<file path="src/rtl/wb_pkg.sv">
// Shared types for the writeback arbiter.
// Entry layout and source tags used by the scoreboard clear path.
package wb_pkg;

  localparam int DATA_W    = 32;
  localparam int ADDR_W    = 5;
  localparam int REG_COUNT = 32;

  typedef struct packed {
    logic [ADDR_W-1:0] rd;
    logic [DATA_W-1:0] data;
  } wb_entry_t;

  typedef enum logic [1:0] {
    SRC_NONE = 2'd0,
    SRC_ALU  = 2'd1,
    SRC_SLOW = 2'd2
  } src_e;

endpackage

</file>
<file path="src/rtl/wb_fifo.sv">
// Circular queue of writeback entries for the slow path.
// Pointers carry one extra wrap bit to tell full from empty.
module wb_fifo
  import wb_pkg::*;
#(
  parameter int DEPTH = 4
) (
  input  logic      clk,
  input  logic      rst,
  input  logic      push,
  input  logic      pop,
  input  wb_entry_t din,
  output wb_entry_t head,
  output logic      full,
  output logic      empty
);

  localparam int AW = $clog2(DEPTH);
  localparam int PW = AW + 1;

  wb_entry_t         mem_q [DEPTH];
  logic [PW-1:0]     wp_q, wp_d;
  logic [PW-1:0]     rp_q, rp_d;
  logic              do_push;
  logic              do_pop;

  assign empty = (wp_q == rp_q);
  assign full  = (wp_q[PW-1] != rp_q[PW-1]) &&
                 (wp_q[AW-1:0] == rp_q[AW-1:0]);

  assign do_push = push && !full;
  assign do_pop  = pop && !empty;
  assign head    = mem_q[rp_q[AW-1:0]];

  always_comb begin
    wp_d = wp_q;
    rp_d = rp_q;
    if (do_push) wp_d = wp_q + PW'(1);
    if (do_pop)  rp_d = rp_q + PW'(1);
  end

  always_ff @(posedge clk or posedge rst) begin
    if (rst) begin
      wp_q <= '0;
      rp_q <= '0;
    end else begin
      wp_q <= wp_d;
      rp_q <= rp_d;
    end
  end

  always_ff @(posedge clk) begin
    if (do_push) mem_q[wp_q[AW-1:0]] <= din;
  end

endmodule

</file>
<file path="src/rtl/wb_arbiter.sv">
// Writeback stage: ALU/slow-path merge onto the single RF write port,
// slow-path anti-starvation stall and pending-write scoreboard.
module wb_arbiter
  import wb_pkg::*;
#(
  parameter int FIFO_DEPTH = 4,
  parameter int STARVE_MAX = 4
) (
  input  logic                 clk,
  input  logic                 rst,
  input  logic                 alu_valid,
  input  logic [ADDR_W-1:0]    alu_rd,
  input  logic [DATA_W-1:0]    alu_data,
  output logic                 alu_stall,
  input  logic                 slow_valid,
  output logic                 slow_ready,
  input  logic [ADDR_W-1:0]    slow_rd,
  input  logic [DATA_W-1:0]    slow_data,
  input  logic                 iss_valid,
  input  logic [ADDR_W-1:0]    iss_rd,
  output logic [REG_COUNT-1:0] busy,
  output logic                 reg_write,
  output logic [ADDR_W-1:0]    addr,
  output logic [DATA_W-1:0]    write_reg
);

  localparam int CW = (STARVE_MAX > 1) ? $clog2(STARVE_MAX) : 1;

  logic                 fifo_full, fifo_empty;
  logic                 push, pop, alu_win;
  wb_entry_t            head, din;

  logic                 rw_q, rw_d;
  logic [ADDR_W-1:0]    addr_q, addr_d;
  logic [DATA_W-1:0]    data_q, data_d;
  src_e                 src_q, src_d;
  logic                 stall_q, stall_d;
  logic [CW-1:0]        cnt_q, cnt_d;
  logic [REG_COUNT-1:0] busy_q, busy_d;

  // x0 results complete the handshake but never occupy a slot
  assign slow_ready = !fifo_full;
  assign push       = slow_valid && !fifo_full && (slow_rd != '0);
  assign din        = '{rd: slow_rd, data: slow_data};
  assign alu_win    = alu_valid && !stall_q;
  assign pop        = !alu_win && !fifo_empty;

  wb_fifo #(
    .DEPTH (FIFO_DEPTH)
  ) u_fifo (
    .clk   (clk),
    .rst   (rst),
    .push  (push),
    .pop   (pop),
    .din   (din),
    .head  (head),
    .full  (fifo_full),
    .empty (fifo_empty)
  );

  always_comb begin
    rw_d    = 1'b0;
    addr_d  = addr_q;
    data_d  = data_q;
    src_d   = SRC_NONE;
    cnt_d   = '0;
    stall_d = 1'b0;
    if (alu_win) begin
      rw_d   = (alu_rd != '0);
      addr_d = alu_rd;
      data_d = alu_data;
      src_d  = SRC_ALU;
      if (!fifo_empty) begin
        if (cnt_q == CW'(STARVE_MAX - 1)) stall_d = 1'b1;
        else                              cnt_d   = cnt_q + CW'(1);
      end
    end else if (!fifo_empty) begin
      rw_d   = 1'b1;
      addr_d = head.rd;
      data_d = head.data;
      src_d  = SRC_SLOW;
    end
  end

  // clear before set so a same-edge reissue keeps the bit
  always_comb begin
    busy_d = busy_q;
    if (rw_q && src_q == SRC_SLOW) busy_d[addr_q] = 1'b0;
    if (iss_valid && iss_rd != '0) busy_d[iss_rd] = 1'b1;
    busy_d[0] = 1'b0;
  end

  always_ff @(posedge clk or posedge rst) begin
    if (rst) begin
      rw_q    <= 1'b0;
      addr_q  <= '0;
      data_q  <= '0;
      src_q   <= SRC_NONE;
      stall_q <= 1'b0;
      cnt_q   <= '0;
      busy_q  <= '0;
    end else begin
      rw_q    <= rw_d;
      addr_q  <= addr_d;
      data_q  <= data_d;
      src_q   <= src_d;
      stall_q <= stall_d;
      cnt_q   <= cnt_d;
      busy_q  <= busy_d;
    end
  end

  assign reg_write = rw_q;
  assign addr      = addr_q;
  assign write_reg = data_q;
  assign alu_stall = stall_q;
  assign busy      = busy_q;

endmodule
</file>
<file path="config.mk">
export PLATFORM = sky130hd
export DESIGN_NAME = wb_arbiter
export DESIGN_NICKNAME = d
export VERILOG_FILES = /design/src/rtl/wb_pkg.sv /design/src/rtl/wb_fifo.sv /design/src/rtl/wb_arbiter.sv
export SDC_FILE = /design/constraint.sdc
export NUM_CORES = 1
export LEC_CHECK = 0
export ABC_AREA = 0
export BUFFER_PORTS_ARGS = -buffer_cell sky130_fd_sc_hd__buf_2
export CORE_AREA = 2 2 127 141
export DETAILED_ROUTE_END_ITERATION = 6
export DIE_AREA = 0 0 129 143
export PLACE_DENSITY_LB_ADDON = 0.08
export SKIP_CTS_REPAIR_TIMING = 1
export SLEW_MARGIN = 20
export SYNTH_ARGS = -nofsm -noshare
export SYNTH_HDL_FRONTEND = slang
export SYNTH_HIERARCHICAL = 1
export SYNTH_SLANG_ARGS = --single-unit
</file>
<file path="constraint.sdc">
create_clock -name clk -period 3.4 [get_ports clk]
set_input_delay 0.17 -clock clk [delete_from_list [all_inputs] [get_ports clk]]
set_output_delay 0.17 -clock clk [all_outputs]
set_load 0.05 [all_outputs]
</file>
# [After elaboration in Yosys (flattened, before gate mapping)]
# Memories as Yosys holds them, arrays and structs flattened.
# Index checks and enable logic that the tools add are counted.
[classes] addsub=3 reduce_logical=18 div_mod_pow=0 bitwise_logic=3 mul=0 shifts=0 muxes=22 eq_ne=6 order_cmp=4
[ops] cell="32-bit 2-to-1 mux" count=4
[ops] cell="32-bit AND" count=1
[ops] cell="32-bit NOT" count=1
[ops] cell="32-bit OR" count=1
[ops] cell="5-bit nonzero test" count=3
[ops] cell="5-bit by 6-bit less-than comparator with 1-bit output, second input constant" count=2
[ops] cell="1-bit logical AND" count=11
[ops] cell="1-bit demux with 5-bit select" count=2
[ops] cell="5-bit by 1-bit greater-or-equal comparator with 1-bit output, second input constant" count=2
[ops] cell="2-bit 2-to-1 mux" count=5
[ops] cell="5-bit 2-to-1 mux" count=2
[ops] cell="1-bit 2-to-1 mux" count=9
[ops] cell="3-bit by 1-bit adder with 3-bit output, second input constant" count=2
[ops] cell="2-bit == test, second input constant" count=2
[ops] cell="1-bit zero test" count=4
[ops] cell="3-bit == test" count=1
[ops] cell="2-bit by 1-bit adder with 2-bit output, second input constant" count=1
[ops] cell="2-bit == test" count=1
[ops] cell="2-bit by 1-bit inequality test with 1-bit output, second input constant" count=1
[ops] cell="1-bit inequality test" count=1
[totals] latch_bits=0 elab_cells=66 ff_bits=80 memories=1 mem_bits_rw=148 inputBits=84 rom_bits=0 out_inout_bits=72
[mem_list] name="u_fifo.mem_q" depth=4 width=37 read_ports=1 rd_ports_with_merged_regs=0 write_ports=1 line_no="wb_fifo.sv:21" rtl="wb_entry_t mem_q [DEPTH];"

# [Depth between registers and ports, before layout]
[logic_depth] word_depth=9 ltp_mapped=10 depth_no_buf=8

# [Hierarchy]
# The synthesis kept the hierarchy.
[modules_own_cells] mod="wb_fifo" area_each_um2=5823.1 cells_per_inst=244 seq_area_each_um2=4594.4 instances=1
[modules_own_cells] mod="wb_arbiter" area_each_um2=3497.1 cells_per_inst=349 seq_area_each_um2=1851.8 instances=1

# [Least setup slack after synthesis]
# Ideal clock, no wire load.
[synth_timing] path_type="register -> register" from="register u_fifo.rp_q[0]" to="memory u_fifo/mem_q[3][0] (netlist bit) (enable)" n_path_buf=1 path_stages_with_launch=9 required_ps=2987 setup_ps=413 synth_period_minus_slack_ps=3223 path_slack_ps=177 arrival_time_ps=2810 cell_sequence="dfrtp_1 > buf_6 > xnor2_1 > nand3_1 > inv_1 > inv_1 > o311a_1 > nand2_1 > a31oi_2"
[synth_between] elab_chain_cells=8
[synth_lines] element="from (decl)" line_no="wb_fifo.sv:23" rtl="logic [PW-1:0] rp_q, rp_d;"
[synth_lines] element="from (signal assigned)" line_no="wb_fifo.sv:48" rtl="rp_q <= rp_d;"
[synth_lines] element="2-bit == test" line_no="wb_fifo.sv:29" rtl="(wp_q[AW-1:0] == rp_q[AW-1:0]);"
[synth_lines] element="1-bit logical AND" line_no="wb_fifo.sv:28" rtl="assign full = (wp_q[PW-1] != rp_q[PW-1]) &&"
[synth_lines] element="net fifo_full" line_no="wb_arbiter.sv:29" rtl="logic fifo_full, fifo_empty;"
[synth_lines] element="1-bit zero test"
[synth_lines] element="net slow_ready" line_no="wb_arbiter.sv:16" rtl="output logic slow_ready,"
[synth_lines] element="1-bit logical AND (2 in series)" line_no="wb_arbiter.sv:43" rtl="assign push = slow_valid && !fifo_full && (slow_rd != '0);"
[synth_lines] element="net push" line_no="wb_arbiter.sv:30" rtl="logic push, pop, alu_win;"
[synth_lines] element="1-bit logical AND" line_no="wb_fifo.sv:31" rtl="assign do_push = push && !full;"
[synth_lines] element="1-bit 2-to-1 mux" line_no="wb_fifo.sv:53" rtl="if (do_push) mem_q[wp_q[AW-1:0]] <= din;"
[synth_lines] element="1-bit 2-to-1 mux (not written as such)" line_no="wb_fifo.sv:53"
[synth_lines] element="to (decl)" line_no="wb_fifo.sv:21"
# The timed path passes the listed nets, and every way through them passes these cells.

# [Worst setup path after layout]
[layout_timing] from="register u_fifo.wp_q[0]" to="memory u_fifo/mem_q[2][7] (netlist bit) (enable)"
[layout_between] elab_chain_cells=8
[layout_lines] element="from (decl)" line_no="wb_fifo.sv:22" rtl="logic [PW-1:0] wp_q, wp_d;"
[layout_lines] element="from (signal assigned)" line_no="wb_fifo.sv:47" rtl="wp_q <= wp_d;"
[layout_lines] element="2-bit == test" line_no="wb_fifo.sv:29"
[layout_lines] element="1-bit logical AND" line_no="wb_fifo.sv:28"
[layout_lines] element="net fifo_full" line_no="wb_arbiter.sv:29"
[layout_lines] element="1-bit zero test" line_no="wb_arbiter.sv:43"
[layout_lines] element="1-bit logical AND (2 in series)" line_no="wb_arbiter.sv:43"
[layout_lines] element="net push" line_no="wb_arbiter.sv:30"
[layout_lines] element="1-bit logical AND" line_no="wb_fifo.sv:31"
[layout_lines] element="1-bit 2-to-1 mux" line_no="wb_fifo.sv:53"
[layout_lines] element="1-bit 2-to-1 mux (not written as such)" line_no="wb_fifo.sv:53"
# The timed path passes the listed nets, and every way through them passes these cells.

==> flow_metrics.tcl <==
set metrics [dict create \
    status "finished clean" \
    fill_cells 1164 \
    hold-path-cell-count 4 \
    path_max_fanout 37 \
    clk_pin_slew_ps 60 \
    worstSetupStartpoint "u_fifo/wp_q[0]" \
    period_share_pct 78.8 \
    hold_path_class "in2reg" \
    firstDrtPassIters 5 \
    setup_ws_ps 719 \
    required_ps 3520 \
    leakage_nw 4.42 \
    drc_errors 0 \
    reg2reg_depth 6 \
    reg2reg_to "u_fifo/mem_q[2][7]" \
    ys_top_cells_by_count "148 x edfxtp_1, 103 x nand2_1, 80 x dfrtp_1" \
    vias 5893 \
    power_density_nw_per_um2 966 \
    synth_compound_area_share_pct 5.28 \
    path_class "reg2reg" \
    multi_input_area_um2 2640 \
    viasPerCell 5.48 \
    grt_max_degree 51 \
    chipHeight_um 143 \
    synthSimpleGateAreaFrac_pct 8.12 \
    rrSetupSlack_ps 720 \
    startpoint_type "flip-flop" \
    yosys.area_share.adder_pct 0.805 \
    drive_gt1_share_pct 29.4 \
    yosys.cell_count.top_type "edfxtp_1" \
    grt_usage_pct 21.3 \
    routedWlPerCell_um 18.6 \
    relSlewSlack_pct 28.9 \
    async_flop_share_pct 35.1 \
    synth_top_area_share_pct 47.7 \
    dieArea_um2 18400 \
    fin_crit_ps 2680 \
    slew_violations 0 \
    area_growth_pct 26.2 \
    largest_reg_flops 148 \
    ys_seq_area_share_pct 69.2 \
    syn-cell-area_um2 9320 \
    gp_congestion 0.785 \
    final_antenna_net_count 0 \
    maxCapViolCount 0 \
    clkLatencyLatePin_ps 510 \
    place_ws_ps 721 \
    ctsLongestPathBuffers 3 \
    synth_cell_type_count 44 \
    grt_pass1_vias 5781 \
    clock_sinks 228 \
    final_nets 913 \
    ys_warn_count 6 \
    peakVddDrop_v 0.000537 \
    ys_ff_latch 228 \
    min_from "iss_rd[4]" \
    min_to "busy[2]" \
    htreeDepth 1 \
    antenna_found_initial 0 \
    syn_inst 593 \
    synth_largest_area_cell "edfxtp_1" \
    drtIter0Drc 390 \
    end_kind "flip-flop" \
    synth-xor-area-share_pct 0.926 \
    routed_wl_um 20100 \
    start_util_pct 55.0 \
    synth-edff-count 148 \
    grt_first_pass_wirelength_um 30100 \
    cts_tree "built" \
    cp.arrival_ps 2800 \
    core_um2 17000 \
    synth_top_family_by_area "multiplexers" \
    seqCellArea_um2 6450 \
    fin_skew_ps 12.7 \
    r2r_start "u_fifo/wp_q[0]" \
    rsz0062_at_grt "no" \
    cts_root_buffer "clkbuf_16" \
    grt_overflow 0 \
    synthMuxAreaShare_pct 13.0 \
    syn-num-nets 683 \
    rows 50 \
    finalHoldViolations 0 \
    setup_tns_ps 0 \
    tightest_slew_ps 1070 \
    io_buffers 154 \
    maxClockFrequency_mhz 373 \
    synth_area_per_cell_um2 15.7 \
    dp_hpwl_um 12100 \
    num_io_pins 156 \
    cts_inserted_buffers 24 \
    ys.flop_type "edfxtp_1" \
    synth_area_leaders "edfxtp_1 48%, dfrtp_1 21%, mux4_2 8.7%" \
    fp.dieW_um 129 \
    final-setup-viol-count 0 \
]
[placed cells by master, fill, tap and decap left out, types with 4 or more instances in the layout]
master	instances
a21oi_1	5
and3b_1	5
buf_2	154
buf_4	9
clkbuf_1	7
clkbuf_16	25
clkinv_2	6
dfrtp_1	78
dlygate4sd3_1	75
edfxtp_1	148
ha_1	6
inv_1	6
mux2i_1	37
mux4_2	36
nand2_1	103
nand2b_1	7
nand4b_1	4
nor3b_1	6
o21ai_0	48
o21ai_1	6
o31ai_1	10
o41ai_1	8
xnor2_1	5
[stage by stage]
stage	hold WS [ps]	instances	utilization [%]	total power, mW	instance area (um^2)
2_1_floorplan	-39.0	593	-	7.81	9320
3_3_place_gp	129	956	60.5	8.77	10200
3_5_place_dp	132	956	60.5	8.88	10200
4_1_cts	-405	1000	64.9	11.4	11000
5_1_grt	67.7	1075	69.4	11.9	11800
6_report	36.6	1076	69.4	11.4	11800
[critical path: stages (launching register included)]
cell     delay (ps)
dfrtp_1         470
xnor2_1         290
nand3_1         190
inv_1            60
inv_1            60
o311a_1         260
and3_2          930
[worst max-delay path by stage]
stage	end	slack (ps)	depth (start not counted)
finish	u_fifo/mem_q[2][7]	720	6
global placement	u_fifo/mem_q[0][12]	810	6
global route	u_fifo/mem_q[2][7]	530	6
detailed placement	u_fifo/mem_q[0][14]	720	6
floorplan	u_fifo/mem_q[3][0]	180	8
CTS	u_fifo/mem_q[0][8]	710	6
[cell families (layout without fill, tap and decap cells)]
logic type / after synthesis / in the layout
compound gates: 83 / 83
fa+ha+maj: 6 / 6
buf+inv: 42 / 290
other cells: 1 / 2
mux: 74 / 74
flops: 228 / 228
simple gates: 150 / 150
xor+xnor: 9 / 9
[power breakdown]
group / internal (mW) / leakage (nW) / switching (mW)
registers: 3.85 / 2.24 / 0.478
logic: 1.50 / 1.80 / 3.05
clock network: 1.48 / 0.376 / 1.00
total: 6.83 / 4.42 / 4.53
[cell type report]
class                   instances  share of cell area (%)
diodes                          1                  0.0213
clock buffers                  35                    5.89
clock inverters                 9                   0.564
inverters                       8                   0.266
multi-input cells             323                    22.4
flip-flops and latches        228                    54.8
well taps                     234                    2.49
repair buffers                238                    13.5
[layer usage]
layer	wire length [um]	track usage, %	up-vias
met5	0	0	-
met4	389	6.24	0
met3	966	3.37	35
met2	10300	37.3	173
met1	8380	27.6	2984
li1	-	-	2701
Note: power is estimated with default switching activity, not from simulation.
